<file path="config.mk">
export PLATFORM = sky130hd
export DESIGN_NAME = traffic_phase_ctrl
export DESIGN_NICKNAME = d
export VERILOG_FILES = /design/src/rtl/traffic_phase_ctrl.sv
export SDC_FILE = /design/constraint.sdc
export NUM_CORES = 1
export LEC_CHECK = 0
export ABC_AREA = 1
export BUFFER_PORTS_ARGS = -buffer_cell sky130_fd_sc_hd__clkbuf_2
export CORE_MARGIN = 10
export CORE_UTILIZATION = 55
export CTS_BUF_LIST = sky130_fd_sc_hd__clkbuf_16
export DETAILED_ROUTE_END_ITERATION = 10
export GPL_ROUTABILITY_DRIVEN = 1
export GPL_TIMING_DRIVEN = 0
export PLACE_DENSITY = 0.79
export SYNTH_ARGS = -nofsm -noshare
export SYNTH_HDL_FRONTEND = slang
export SYNTH_SLANG_ARGS = --single-unit
</file>
<file path="constraint.sdc">
create_clock -name sys_clk -period 4.03 [get_ports sys_clk]
set_input_delay 1.209 -clock sys_clk [delete_from_list [all_inputs] [get_ports sys_clk]]
set_output_delay 1.209 -clock sys_clk [all_outputs]
set_load 0.01 [all_outputs]
</file>
<file path="src/rtl/traffic_phase_ctrl.sv">
// Two-road traffic phase controller: programmable green/yellow/all-red timing, pedestrian
// green-shortening with acknowledge, and night flashing-yellow mode; per-road binary countdowns.
module traffic_phase_ctrl #(
    parameter int CLK_FREQ    = 50_000_000,
    parameter int GREEN_TIME  = 27,
    parameter int YELLOW_TIME = 3,
    parameter int ALLRED_TIME = 2,
    parameter int PED_REMAIN  = 5,
    parameter int CNT_W       = 8
) (
    input  logic             sys_clk,
    input  logic             sys_rst,
    input  logic             night_en,
    input  logic             ped_req,
    output logic             ped_ack,
    output logic [5:0]       led,
    output logic [CNT_W-1:0] ew_cnt,
    output logic [CNT_W-1:0] ns_cnt,
    output logic             sec_tick
);

    localparam int DIV_W = $clog2(CLK_FREQ);
    localparam logic [DIV_W-1:0] DIV_LAST = DIV_W'(CLK_FREQ - 1);
    localparam logic [DIV_W-1:0] DIV_HALF = DIV_W'(CLK_FREQ / 2 - 1);
    localparam logic [CNT_W-1:0] G_C      = CNT_W'(GREEN_TIME);
    localparam logic [CNT_W-1:0] Y_C      = CNT_W'(YELLOW_TIME);
    localparam logic [CNT_W-1:0] A_C      = CNT_W'(ALLRED_TIME);
    localparam logic [CNT_W-1:0] PED_C    = CNT_W'(PED_REMAIN);
    localparam logic [CNT_W-1:0] ONE_C    = CNT_W'(1);
    localparam logic [CNT_W-1:0] LAP_C    = G_C + Y_C + A_C;

    typedef enum logic [2:0] {
        S_EW_G, S_EW_Y, S_AR1, S_NS_G, S_NS_Y, S_AR2, S_FLASH
    } state_t;

    state_t           r_state;
    logic [DIV_W-1:0] r_div;
    logic [CNT_W-1:0] r_rem;
    logic             r_ped_pend;
    logic             r_ped_hold;
    logic             r_ped_ack;
    logic             r_y;

    logic w_tick;
    logic w_half_tick;
    logic w_expire;

    assign w_tick      = (r_div == DIV_LAST);
    assign w_half_tick = w_tick || (r_div == DIV_HALF);
    assign w_expire    = w_tick && (r_rem == ONE_C);

    always_ff @(posedge sys_clk) begin
        if (sys_rst) begin
            r_div      <= '0;
            r_state    <= S_EW_G;
            r_rem      <= G_C;
            r_ped_pend <= 1'b0;
            r_ped_hold <= 1'b0;
            r_ped_ack  <= 1'b0;
            r_y        <= 1'b1;
        end else begin
            r_div     <= w_tick ? '0 : r_div + DIV_W'(1);
            r_ped_ack <= 1'b0;
            case (r_state)
                S_EW_G, S_NS_G: begin
                    if (ped_req) r_ped_pend <= 1'b1;
                    if (w_expire) begin
                        r_state <= (r_state == S_EW_G) ? S_EW_Y : S_NS_Y;
                        r_rem   <= Y_C;
                    end else if (r_ped_pend && (r_rem > PED_C)) begin
                        r_rem <= PED_C;
                    end else if (w_tick) begin
                        r_rem <= r_rem - ONE_C;
                    end
                end
                // Requests seen in yellow are parked so they survive the all-red retirement.
                S_EW_Y, S_NS_Y: begin
                    if (ped_req) r_ped_hold <= 1'b1;
                    if (w_expire) begin
                        r_state    <= (r_state == S_EW_Y) ? S_AR1 : S_AR2;
                        r_rem      <= A_C;
                        r_ped_ack  <= r_ped_pend;
                        r_ped_pend <= r_ped_hold | ped_req;
                        r_ped_hold <= 1'b0;
                    end else if (w_tick) begin
                        r_rem <= r_rem - ONE_C;
                    end
                end
                S_AR1, S_AR2: begin
                    if (ped_req) r_ped_pend <= 1'b1;
                    if (w_expire) begin
                        if (night_en) begin
                            r_state    <= S_FLASH;
                            r_ped_pend <= 1'b0;
                            r_ped_hold <= 1'b0;
                            r_y        <= 1'b1;
                        end else begin
                            r_state <= (r_state == S_AR1) ? S_NS_G : S_EW_G;
                            r_rem   <= G_C;
                        end
                    end else if (w_tick) begin
                        r_rem <= r_rem - ONE_C;
                    end
                end
                S_FLASH: begin
                    if (w_half_tick) r_y <= ~r_y;
                    if (w_tick && !night_en) begin
                        r_state <= S_AR1;
                        r_rem   <= A_C;
                    end
                end
                default: r_state <= S_EW_G;
            endcase
        end
    end

    // Red roads count through every intervening phase up to their own green.
    always_comb begin
        led    = 6'b000000;
        ew_cnt = '0;
        ns_cnt = '0;
        case (r_state)
            S_EW_G: begin
                led    = 6'b001100;
                ew_cnt = r_rem + Y_C;
                ns_cnt = r_rem + Y_C + A_C;
            end
            S_EW_Y: begin
                led    = 6'b010100;
                ew_cnt = r_rem;
                ns_cnt = r_rem + A_C;
            end
            S_AR1: begin
                led    = 6'b100100;
                ew_cnt = r_rem + LAP_C;
                ns_cnt = r_rem;
            end
            S_NS_G: begin
                led    = 6'b100001;
                ew_cnt = r_rem + Y_C + A_C;
                ns_cnt = r_rem + Y_C;
            end
            S_NS_Y: begin
                led    = 6'b100010;
                ew_cnt = r_rem + A_C;
                ns_cnt = r_rem;
            end
            S_AR2: begin
                led    = 6'b100100;
                ew_cnt = r_rem;
                ns_cnt = r_rem + LAP_C;
            end
            S_FLASH: led = r_y ? 6'b010010 : 6'b000000;
            default: led = 6'b000000;
        endcase
    end

    assign ped_ack  = r_ped_ack;
    assign sec_tick = w_tick;

endmodule
</file>
==> results of run 1 <==
## layer usage
metal	GRT usage	up-vias	wire length [um]	share of wire
li1	-	2001	-	-
met1	0.274	1837	4600	0.46
met2	0.300	174	4430	0.44
met3	0.0347	12	848	0.085
met4	0.0579	0	129	0.013
met5	0	-	0	0
## worst max-delay path, cell delays in order, from the launching register on
cell and delay [ps]:
dfxtp_1 440, inv_1 180, ha_1 260, inv_1 80
nor2_2 60, nor2_4 210, ha_1 220, nand2_1 130
nor2_4 150, nand3_1 80, nand2_1 90, nand3_1 70
a21oi_1 130, clkbuf_2 150
## flip-flops by register name, summed over array words and instances, names as in the netlist
name	count
r_ped_hold	1
r_y	1
r_rem	8
ped_ack	1
r_state	3
r_ped_pend	1
r_div	26
## layout make-up
cell class	instances	area, sq um
clock inverters	3	17.5
plain buffers	10	61.3
fillers	610	2360
flip-flops and latches	41	821
well taps	77	96.3
multi-input cells	460	2460
clock buffers	5	125
repair buffers	27	135
inverters	83	312
## cells by family (layout without fill, tap and decap cells)
group / count (synthesis) / in the layout / synth area share
xor+xnor: 16 / 16 / 0.0456
buf+inv: 93 / 128 / 0.102
simple gates: 354 / 354 / 0.464
fa+ha+maj: 12 / 12 / 0.0411
flops: 41 / 41 / 0.225
compound gates: 78 / 78 / 0.122
## power groups by stage
stage               sequential (mW)  combinational (mW)  clock [mW]
CTS                           0.419               0.170       0.400
detailed placement            0.428               0.170           0
floorplan                     0.426               0.126           0
global route                  0.419               0.192       0.419
global placement              0.428               0.164           0
finish                        0.419               0.170       0.393
## final timing paths
path                               start  slack (ps)        end  depth (start not counted)
worst min register to register  r_div[0]         450   r_div[0]                          1
worst max-delay path            r_rem[1]         280  ew_cnt[7]                         13
worst max register to register  r_div[0]        2040  r_div[25]                          9
worst min-delay path            r_div[0]         450   r_div[0]                          1
## per-stage QoR
step           total power [mW]  setup WS [ps]   util  instances
6_report                  0.982            284  0.630        706
5_1_grt                    1.03           96.8  0.630        706
4_1_cts                   0.989            295  0.630        706
3_5_place_dp              0.597            598  0.608        698
3_3_place_gp              0.592            680  0.608        698
2_1_floorplan             0.552            991      -        594
## placed cells by master, fill, tap and decap left out, drive strengths merged
| cell | n |
|---|---|
| clkinvlp | 1 |
| o21a | 1 |
| nor3b | 4 |
| a41oi | 3 |
| buf | 9 |
| nor2 | 78 |
| o211ai | 1 |
| o221ai | 1 |
| a211oi | 2 |
| nand3 | 49 |
| nor4 | 3 |
| o22ai | 9 |
| inv | 78 |
| nand2 | 179 |
| nand3b | 1 |
| or2 | 4 |
| o21ai | 14 |
| a21oi | 39 |
| clkinv | 7 |
| ha | 12 |
| nor3 | 18 |
| a221oi | 1 |
| a22oi | 2 |
| a31oi | 4 |
| clkbuf | 33 |
| dfxtp | 41 |
| o21bai | 1 |
| nand4 | 18 |
| xor2 | 16 |
## cells in the mapped netlist (all sizes together)
cell,n
clkbuf,1
o21ai,14
a221oi,1
nor3,18
a41oi,3
nor2,78
clkinv,5
a211oi,2
a22oi,2
a21oi,39
nand2,179
xor2,16
nand3,49
a31oi,4
inv,78
o211ai,1
nand4,18
buf,9
or2,4
dfxtp,41
nor4,3
o22ai,9
o21bai,1
nor3b,4
nand3b,1
ha,12
o21a,1
o221ai,1
==> metrics.txt, run 1 <==
Final Skew=just over 7 ps; cell-internal power=roughly 700 uW; post-CTS setup buffers=0; post-synth top area cell=dfxtp_1; share of post-route cells with drive strength above 1=0.175; diode count=0; worst-skew pair later-pin latency=around 280 ps; Tcrit/Tclk final=0.930; CP endpoint kind=primary output; TritonRoute pass-1 iters=5; final setup violating endpoints=0; worst slew pin tran=slightly above 500 ps; DRC marker count from the first detailed-route iteration=390; core area=roughly 0.0064 sq mm; crit start category=flop; clk slew on worst S/H paths=approximately 60 ps; Final HPWL DP=between 7000 and 8000 um; Fin. Hold Viols=0; Worst Path Required=between 2000 and 3000 ps; CP Max Fanout=7; RePlAce Congestion=slightly above 0.9; Syn. warnings=0; vias in the first global route=between 3000 and 4000; clk buf depth=2; first-pass GRT wire length=about 17000 um; site row count=29; critical path class=reg -> out; drt drc=0; PwrDens=~240 mW/mm^2; Logic pwr share=0.173; Leak=roughly 1.7 nW; Horiz. Die Dim=about 100 um; Synth cell types=44; Yosys top cell area share=0.225; top cells by area in the synthesized netlist=dfxtp_1 (22%), nand2_1 (18%), nand3_1 (6.3%); via count=4024; mapped cell area=around 0.0037 sq mm; gr usage total=0.196; Cell Area, Placed=0.00388 sq mm; syn_area_per_cell=about 6.1 sq um; Clock Tree Root=clkbuf_16; Layout Nets=roughly 640; WHS=between 400 and 500 ps; full die area=between 0.01 and 0.015 sq mm; DR vias/cell=5.70; grt total ovfl=0; CTS sink cnt=41; pin count of the biggest net entering global routing=14; Mapped Cells=approximately 590; hold-fix buffer count after cts=0; Routed wire per std cell=roughly 14 um; Seq cells post-synth=41; CTS Buf Count=5; final instance area=between 0.004 and 0.005 sq mm; number of I/O pins=28; Period minus WS final=between 3000 and 4000 ps; post-route ant nets=0; Net Sw Frac=0.286; # port buffers=27; sequential share of power=0.427; syn_nets=between 600 and 700; RSZ-0062 raised after global routing=false; initial antenna violation count=0; post-CTS sizing=0; P_sw=about 280 uW; Max Freq=between 200 and 300 MHz; WP data arrival=~2500 ps; Clk pwr share=0.400; Post-Route WL=about 10000 um; setup TNS=0 ps; VDD IR max=0.000244 V; Worst Hold Class=reg -> reg; CTS tree=done; CTS H-tree lvls=2; max-cap violations=0; Initial Util=0.572; area delta synth->final=10.2%; Slew Viols, Final=0; Worst slew margin=0.655; register area share after synthesis=0.225; outcome=completed; chip height=between 100 and 150 um
No activity file was read; power rests on OpenSTA's default activity.
==> inputs of run 2 (changes only) <==
--- a/config.mk
+++ b/config.mk
@@ -8,12 +8,12 @@
 export ABC_AREA = 1
 export BUFFER_PORTS_ARGS = -buffer_cell sky130_fd_sc_hd__clkbuf_2
 export CORE_MARGIN = 10
-export CORE_UTILIZATION = 55
+export CORE_UTILIZATION = 50
 export CTS_BUF_LIST = sky130_fd_sc_hd__clkbuf_16
 export DETAILED_ROUTE_END_ITERATION = 10
 export GPL_ROUTABILITY_DRIVEN = 1
 export GPL_TIMING_DRIVEN = 0
-export PLACE_DENSITY = 0.79
+export PLACE_DENSITY = 0.73
 export SYNTH_ARGS = -nofsm -noshare
 export SYNTH_HDL_FRONTEND = slang
 export SYNTH_SLANG_ARGS = --single-unit
==> run 2 against run 1 <==
Compared with the run above:
- power grew 6.3%
- global-route usage is 1.3 points lower
- cell count grew 3.1%
- clock power up 16%
- setup slack worse by 58 ps
- utilization down 6.2 points
- clock skew decreased by 2.5 ps
- maximum frequency down 1.5%
- via count fell by 2.5%
- final area up 1.3%
- critical path type unchanged
- largest power group is now clock
==> metrics.txt, run 2 (same netlist as run 1, synthesis figures left out) <==
CP Max Fanout=7; Worst Path Required=2820 ps; number of I/O pins=28; RR Startpoint=r_div[0]; Setup crit end=ns_cnt[7]; Leak=1.73 nW; final cell count without fillers=between 700 and 800; critical path class=reg -> out; Clock Tree Root=clkbuf_16; full die area=around 0.011 sq mm; clk buf depth=2; Largest regs=r_div x26, r_rem x8, r_state x3; worst-skew pair later-pin latency=just under 300 ps; share of post-route cells with drive strength above 1=0.173; DP Cell Count=between 700 and 800; Post-Route WL=about 10000 um; DRC marker count from the first detailed-route iteration=387; CTS Buf Count=5; number of flip-flops in the largest register=26; core area=0.00718 sq mm; max-cap violations=0; Period minus WS final=roughly 3800 ps; WP data arrival=2600 ps; first-pass GRT wire length=about 17000 um; Clk pwr share=0.435; via count=about 3900; setup TNS=0 ps; P_sw=between 200 and 300 uW; area delta synth->final=11.7%; drt drc=0; register bank with the most flops=r_div; crit path from=r_rem[1]; Routed wire per std cell=around 14 um; pin count of the biggest net entering global routing=14; Slew Viols, Final=0; most frequent cells in the layout=nand2_1 (172), nor2_1 (57), inv_1 (56); cell-internal power=764 uW; RSZ-0062 raised after global routing=false; VDD IR max=between 0.0002 and 0.00025 V; initial antenna violation count=0; diode count=0; register area=slightly above 800 sq um; hold-fix buffer count after cts=0; CTS tree=done; Fin. Hold Viols=0; Final HPWL DP=7910 um; worst slew pin tran=642 ps; clk slew on worst S/H paths=60 ps; Logic pwr share=0.163; RePlAce Congestion=about 0.95; crit start category=flop; reg2reg end=r_div[25]; grt total ovfl=0; reg-to-reg slack, setup=between 2000 and 2500 ps; final setup violating endpoints=0; Net Sw Frac=0.269; post-CTS setup buffers=0; post-CTS sizing=0; Worst Hold Class=reg -> reg; PwrDens=between 200 and 300 mW/mm^2; CTS sink cnt=41; Multi-input gate area=0.00246 sq mm; DR vias/cell=5.39; Worst slew margin=0.569; gr usage total=0.183; Initial Util=0.509; Final Skew=about 4.6 ps; chip height=between 100 and 150 um; fill cell count=around 720; site row count=31; WHS=approximately 450 ps; r2r worst-path depth=9; vias in the first global route=around 3600; sequential share of power=0.402; TritonRoute pass-1 iters=5; commonest non-fill, non-tap cell in the layout=nand2_1; # port buffers=27; Layout Nets=roughly 640; CP endpoint kind=primary output; outcome=completed; post-route ant nets=0; Tcrit/Tclk final=0.944; CTS H-tree lvls=2; Horiz. Die Dim=approximately 110 um; Max Freq=about 260 MHz
## run 2: cell types whose count changed in the layout (fill, tap and decap cells not counted)
cell / before / now
bufinv_16: 0 / 1
clkinv_1: 5 / 6
clkinv_2: 2 / 0
## run 2: power by group through the flow
| stage | registers [mW] | clock network, mW | logic, mW |
|---|---|---|---|
| floorplan | 0.426 | 0 | 0.126 |
| detailed placement | 0.428 | 0 | 0.170 |
| CTS | 0.419 | 0.465 | 0.171 |
| global placement | 0.428 | 0 | 0.166 |
| global route | 0.420 | 0.475 | 0.196 |
| finish | 0.420 | 0.454 | 0.171 |
## run 2: area by class of cell
type	count	share of cell area
Multi-Input combinational cell	460	0.603
Sequential cell	41	0.201
Inverter	83	0.0764
Timing Repair Buffer	27	0.0331
Clock buffer	5	0.0307
Tap cell	99	0.0304
Buffer	10	0.0150
Clock inverter	3	0.0101
## run 2: worst min-delay path by stage
stage,from,end,slack [ps],cells after the start
after floorplan,r_div[0],r_div[0],420,1
after global placement,r_div[0],r_div[0],430,1
after detailed placement,r_div[0],r_div[0],440,1
after CTS,r_div[0],r_div[0],450,1
after global routing,r_div[0],r_div[0],480,1
final,r_div[0],r_div[0],450,1
## run 2: worst max-delay path, stage by stage (launching register included)
cell and delay, ps:
dfxtp_1 460, inv_1 200, ha_1 270, inv_1 90, nor2_2 60, nor2_4 200
ha_1 200, nand2_1 140, nor2_4 150, nand3_1 80, nand2_1 90, nand3_1 70
a21oi_1 140, clkbuf_2 160
## run 2: routing by layer
layer | track usage | vias to the layer above | routed length (um)
li1 | - | 2006 | -
met5 | 0 | - | 0
met2 | 0.293 | 134 | 4570
met3 | 0.0323 | 11 | 679
met4 | 0.0431 | 0 | 115
met1 | 0.249 | 1772 | 4840
## run 2: metrics by stage
stage | area (sq um) | utilization | power, mW | setup slack, ps
6_report | 4080 | 0.568 | 1.04 | 226
5_1_grt | 4080 | 0.568 | 1.09 | 66.8
4_1_cts | 4080 | 0.568 | 1.06 | 257
3_5_place_dp | 3910 | 0.545 | 0.598 | 582
3_3_place_gp | 3910 | 0.545 | 0.594 | 665
2_1_floorplan | 3650 | - | 0.552 | 991
==> inputs of run 3 (changes only) <==
--- a/config.mk
+++ b/config.mk
@@ -13,7 +13,7 @@
 export DETAILED_ROUTE_END_ITERATION = 10
 export GPL_ROUTABILITY_DRIVEN = 1
 export GPL_TIMING_DRIVEN = 0
-export PLACE_DENSITY = 0.73
+export PLACE_DENSITY = 0.68
 export SYNTH_ARGS = -nofsm -noshare
 export SYNTH_HDL_FRONTEND = slang
 export SYNTH_SLANG_ARGS = --single-unit
==> run 3 against run 2 <==
Compared with the run above:
- combinational power hardly changed
- final area is essentially flat
- cell count unchanged
- clock skew increased by 1.4 ps
- global-route usage fell by 0.59 points
- clock-buffer cell count is the same
- routed wire length decreased by 1.4%
- via count fell by 0.51%
- non-clock buffer count stayed put
- maximum frequency increased by 2.1%
- first-iteration DRC count fell by 21%
- power up 0.95%
- critical path type unchanged
==> metrics.txt, run 3 (same netlist as run 1, synthesis figures left out) <==
outcome=completed; Period minus WS final=~3700 ps; number of I/O pins=28; Post-Route WL=slightly above 10000 um; core area=a little over 0.007 sq mm; drt drc=0; Tcrit/Tclk final=0.924; critical path class=reg -> out; Worst Hold Class=reg -> reg; TritonRoute pass-1 iters=5; max-cap violations=0; Worst Path Required=approximately 2800 ps; CP Max Fanout=7; clk slew on worst S/H paths=60 ps; via count=3903; Cell Area, Placed=0.00391 sq mm; CTS tree=done; RSZ-0062 raised after global routing=false; most frequent cells in the layout=nand2_1 (172), nor2_1 (57), inv_1 (57); Initial Util=0.509; initial antenna violation count=0; share of post-route cells with drive strength above 1=0.173; Final Skew=about 6 ps; final setup violating endpoints=0; commonest non-fill, non-tap cell in the layout=nand2_1; WP data arrival=~2500 ps; DRC marker count from the first detailed-route iteration=304; gr usage total=0.177; Routed wire per std cell=13.8 um; CP endpoint kind=primary output; number of flip-flops in the largest register=26; post-CTS sizing=0; Largest regs=r_div x26, r_rem x8, r_state x3; Horiz. Die Dim=between 100 and 150 um; CTS Buf Count=5; chip height=about 110 um; routed wl met3=812 um; hold-fix buffer count after cts=0; crit start category=flop; full die area=about 0.011 sq mm; diode count=0; post-CTS setup buffers=0; vias in the first global route=~3400; VDD IR max=roughly 0.00017 V; met2 wire len=approximately 4300 um; CTS sink cnt=between 40 and 50; register bank with the most flops=r_div; top routing layer in use=met4; Final HPWL DP=around 8000 um; worst-skew pair later-pin latency=290 ps; Worst slew margin=0.650; fill cell count=712; CTS H-tree lvls=2; setup TNS=0 ps; DR vias/cell=around 5.4; first-pass GRT wire length=~17000 um; post-route ant nets=0; Fin. Hold Viols=0; area delta synth->final=11.7%; # port buffers=27; PwrDens=roughly 260 mW/mm^2; Layout Nets=between 600 and 700; site row count=31; final instance area=between 0.004 and 0.005 sq mm; clk buf depth=2; Clock Tree Root=clkbuf_16; M1 WL=about 4900 um; Slew Viols, Final=0; Leak=about 1.7 nW; grt total ovfl=0; worst slew pin tran=about 520 ps; pin count of the biggest net entering global routing=14; Max Freq=approximately 270 MHz; RePlAce Congestion=around 0.91
-- run 3: path summary, 6_finish.rpt --
| path | startpoint | to | slack, ps | cells past startpoint |
|---|---|---|---|---|
| setup / recovery | r_rem[1] | ew_cnt[7] | 300 | 13 |
| hold / removal | r_div[0] | r_div[0] | 450 | 1 |
| setup reg to reg | r_div[0] | r_div[25] | 2050 | 9 |
| hold reg to reg | r_div[0] | r_div[0] | 450 | 1 |
-- run 3: critical path: stages (launching register included) --
cell,delay (ps)
dfxtp_1,440
inv_1,190
ha_1,260
inv_1,80
nor2_2,60
nor2_4,200
ha_1,210
nand2_1,130
nor2_4,150
nand3_1,70
nand2_1,90
nand3_1,70
a21oi_1,120
clkbuf_2,150
-- run 3: layer usage --
layer | vias up | global-route usage
met5 | - | 0
met4 | 0 | 0.0422
met3 | 10 | 0.0420
met2 | 132 | 0.264
met1 | 1752 | 0.250
li1 | 2009 | -
-- run 3: power by group --
| part | leakage, nW | total, mW | internal, mW | switching (mW) |
|---|---|---|---|---|
| Sequential | 0.332 | 0.419 | 0.412 | 0.00710 |
| Combinational | 1.32 | 0.170 | 0.0618 | 0.108 |
| Clock | 0.0852 | 0.465 | 0.291 | 0.174 |
| Total | 1.73 | 1.05 | 0.765 | 0.289 |
-- run 3: metrics by stage --
stage | hold WS (ps) | std cells | utilization | power, mW | setup slack [ps]
final | 448 | 728 | 0.568 | 1.05 | 304
after global routing | 473 | 728 | 0.568 | 1.10 | 70.1
after floorplan | 418 | 594 | - | 0.552 | 991
after global placement | 433 | 720 | 0.545 | 0.594 | 649
after detailed placement | 441 | 720 | 0.545 | 0.597 | 600
after CTS | 456 | 728 | 0.568 | 1.06 | 298
-- run 3: area by class of cell --
| cell class | count | area, sq um | area share |
|---|---|---|---|
| buffer | 10 | 61.3 | 0.0150 |
| clock buffer | 5 | 125 | 0.0307 |
| clock inverter | 3 | 42.5 | 0.0104 |
| inverter | 83 | 312 | 0.0764 |
| multi-input combinational | 460 | 2460 | 0.603 |
| sequential | 41 | 821 | 0.201 |
| tap | 99 | 124 | 0.0304 |
| timing repair buffer | 27 | 135 | 0.0331 |
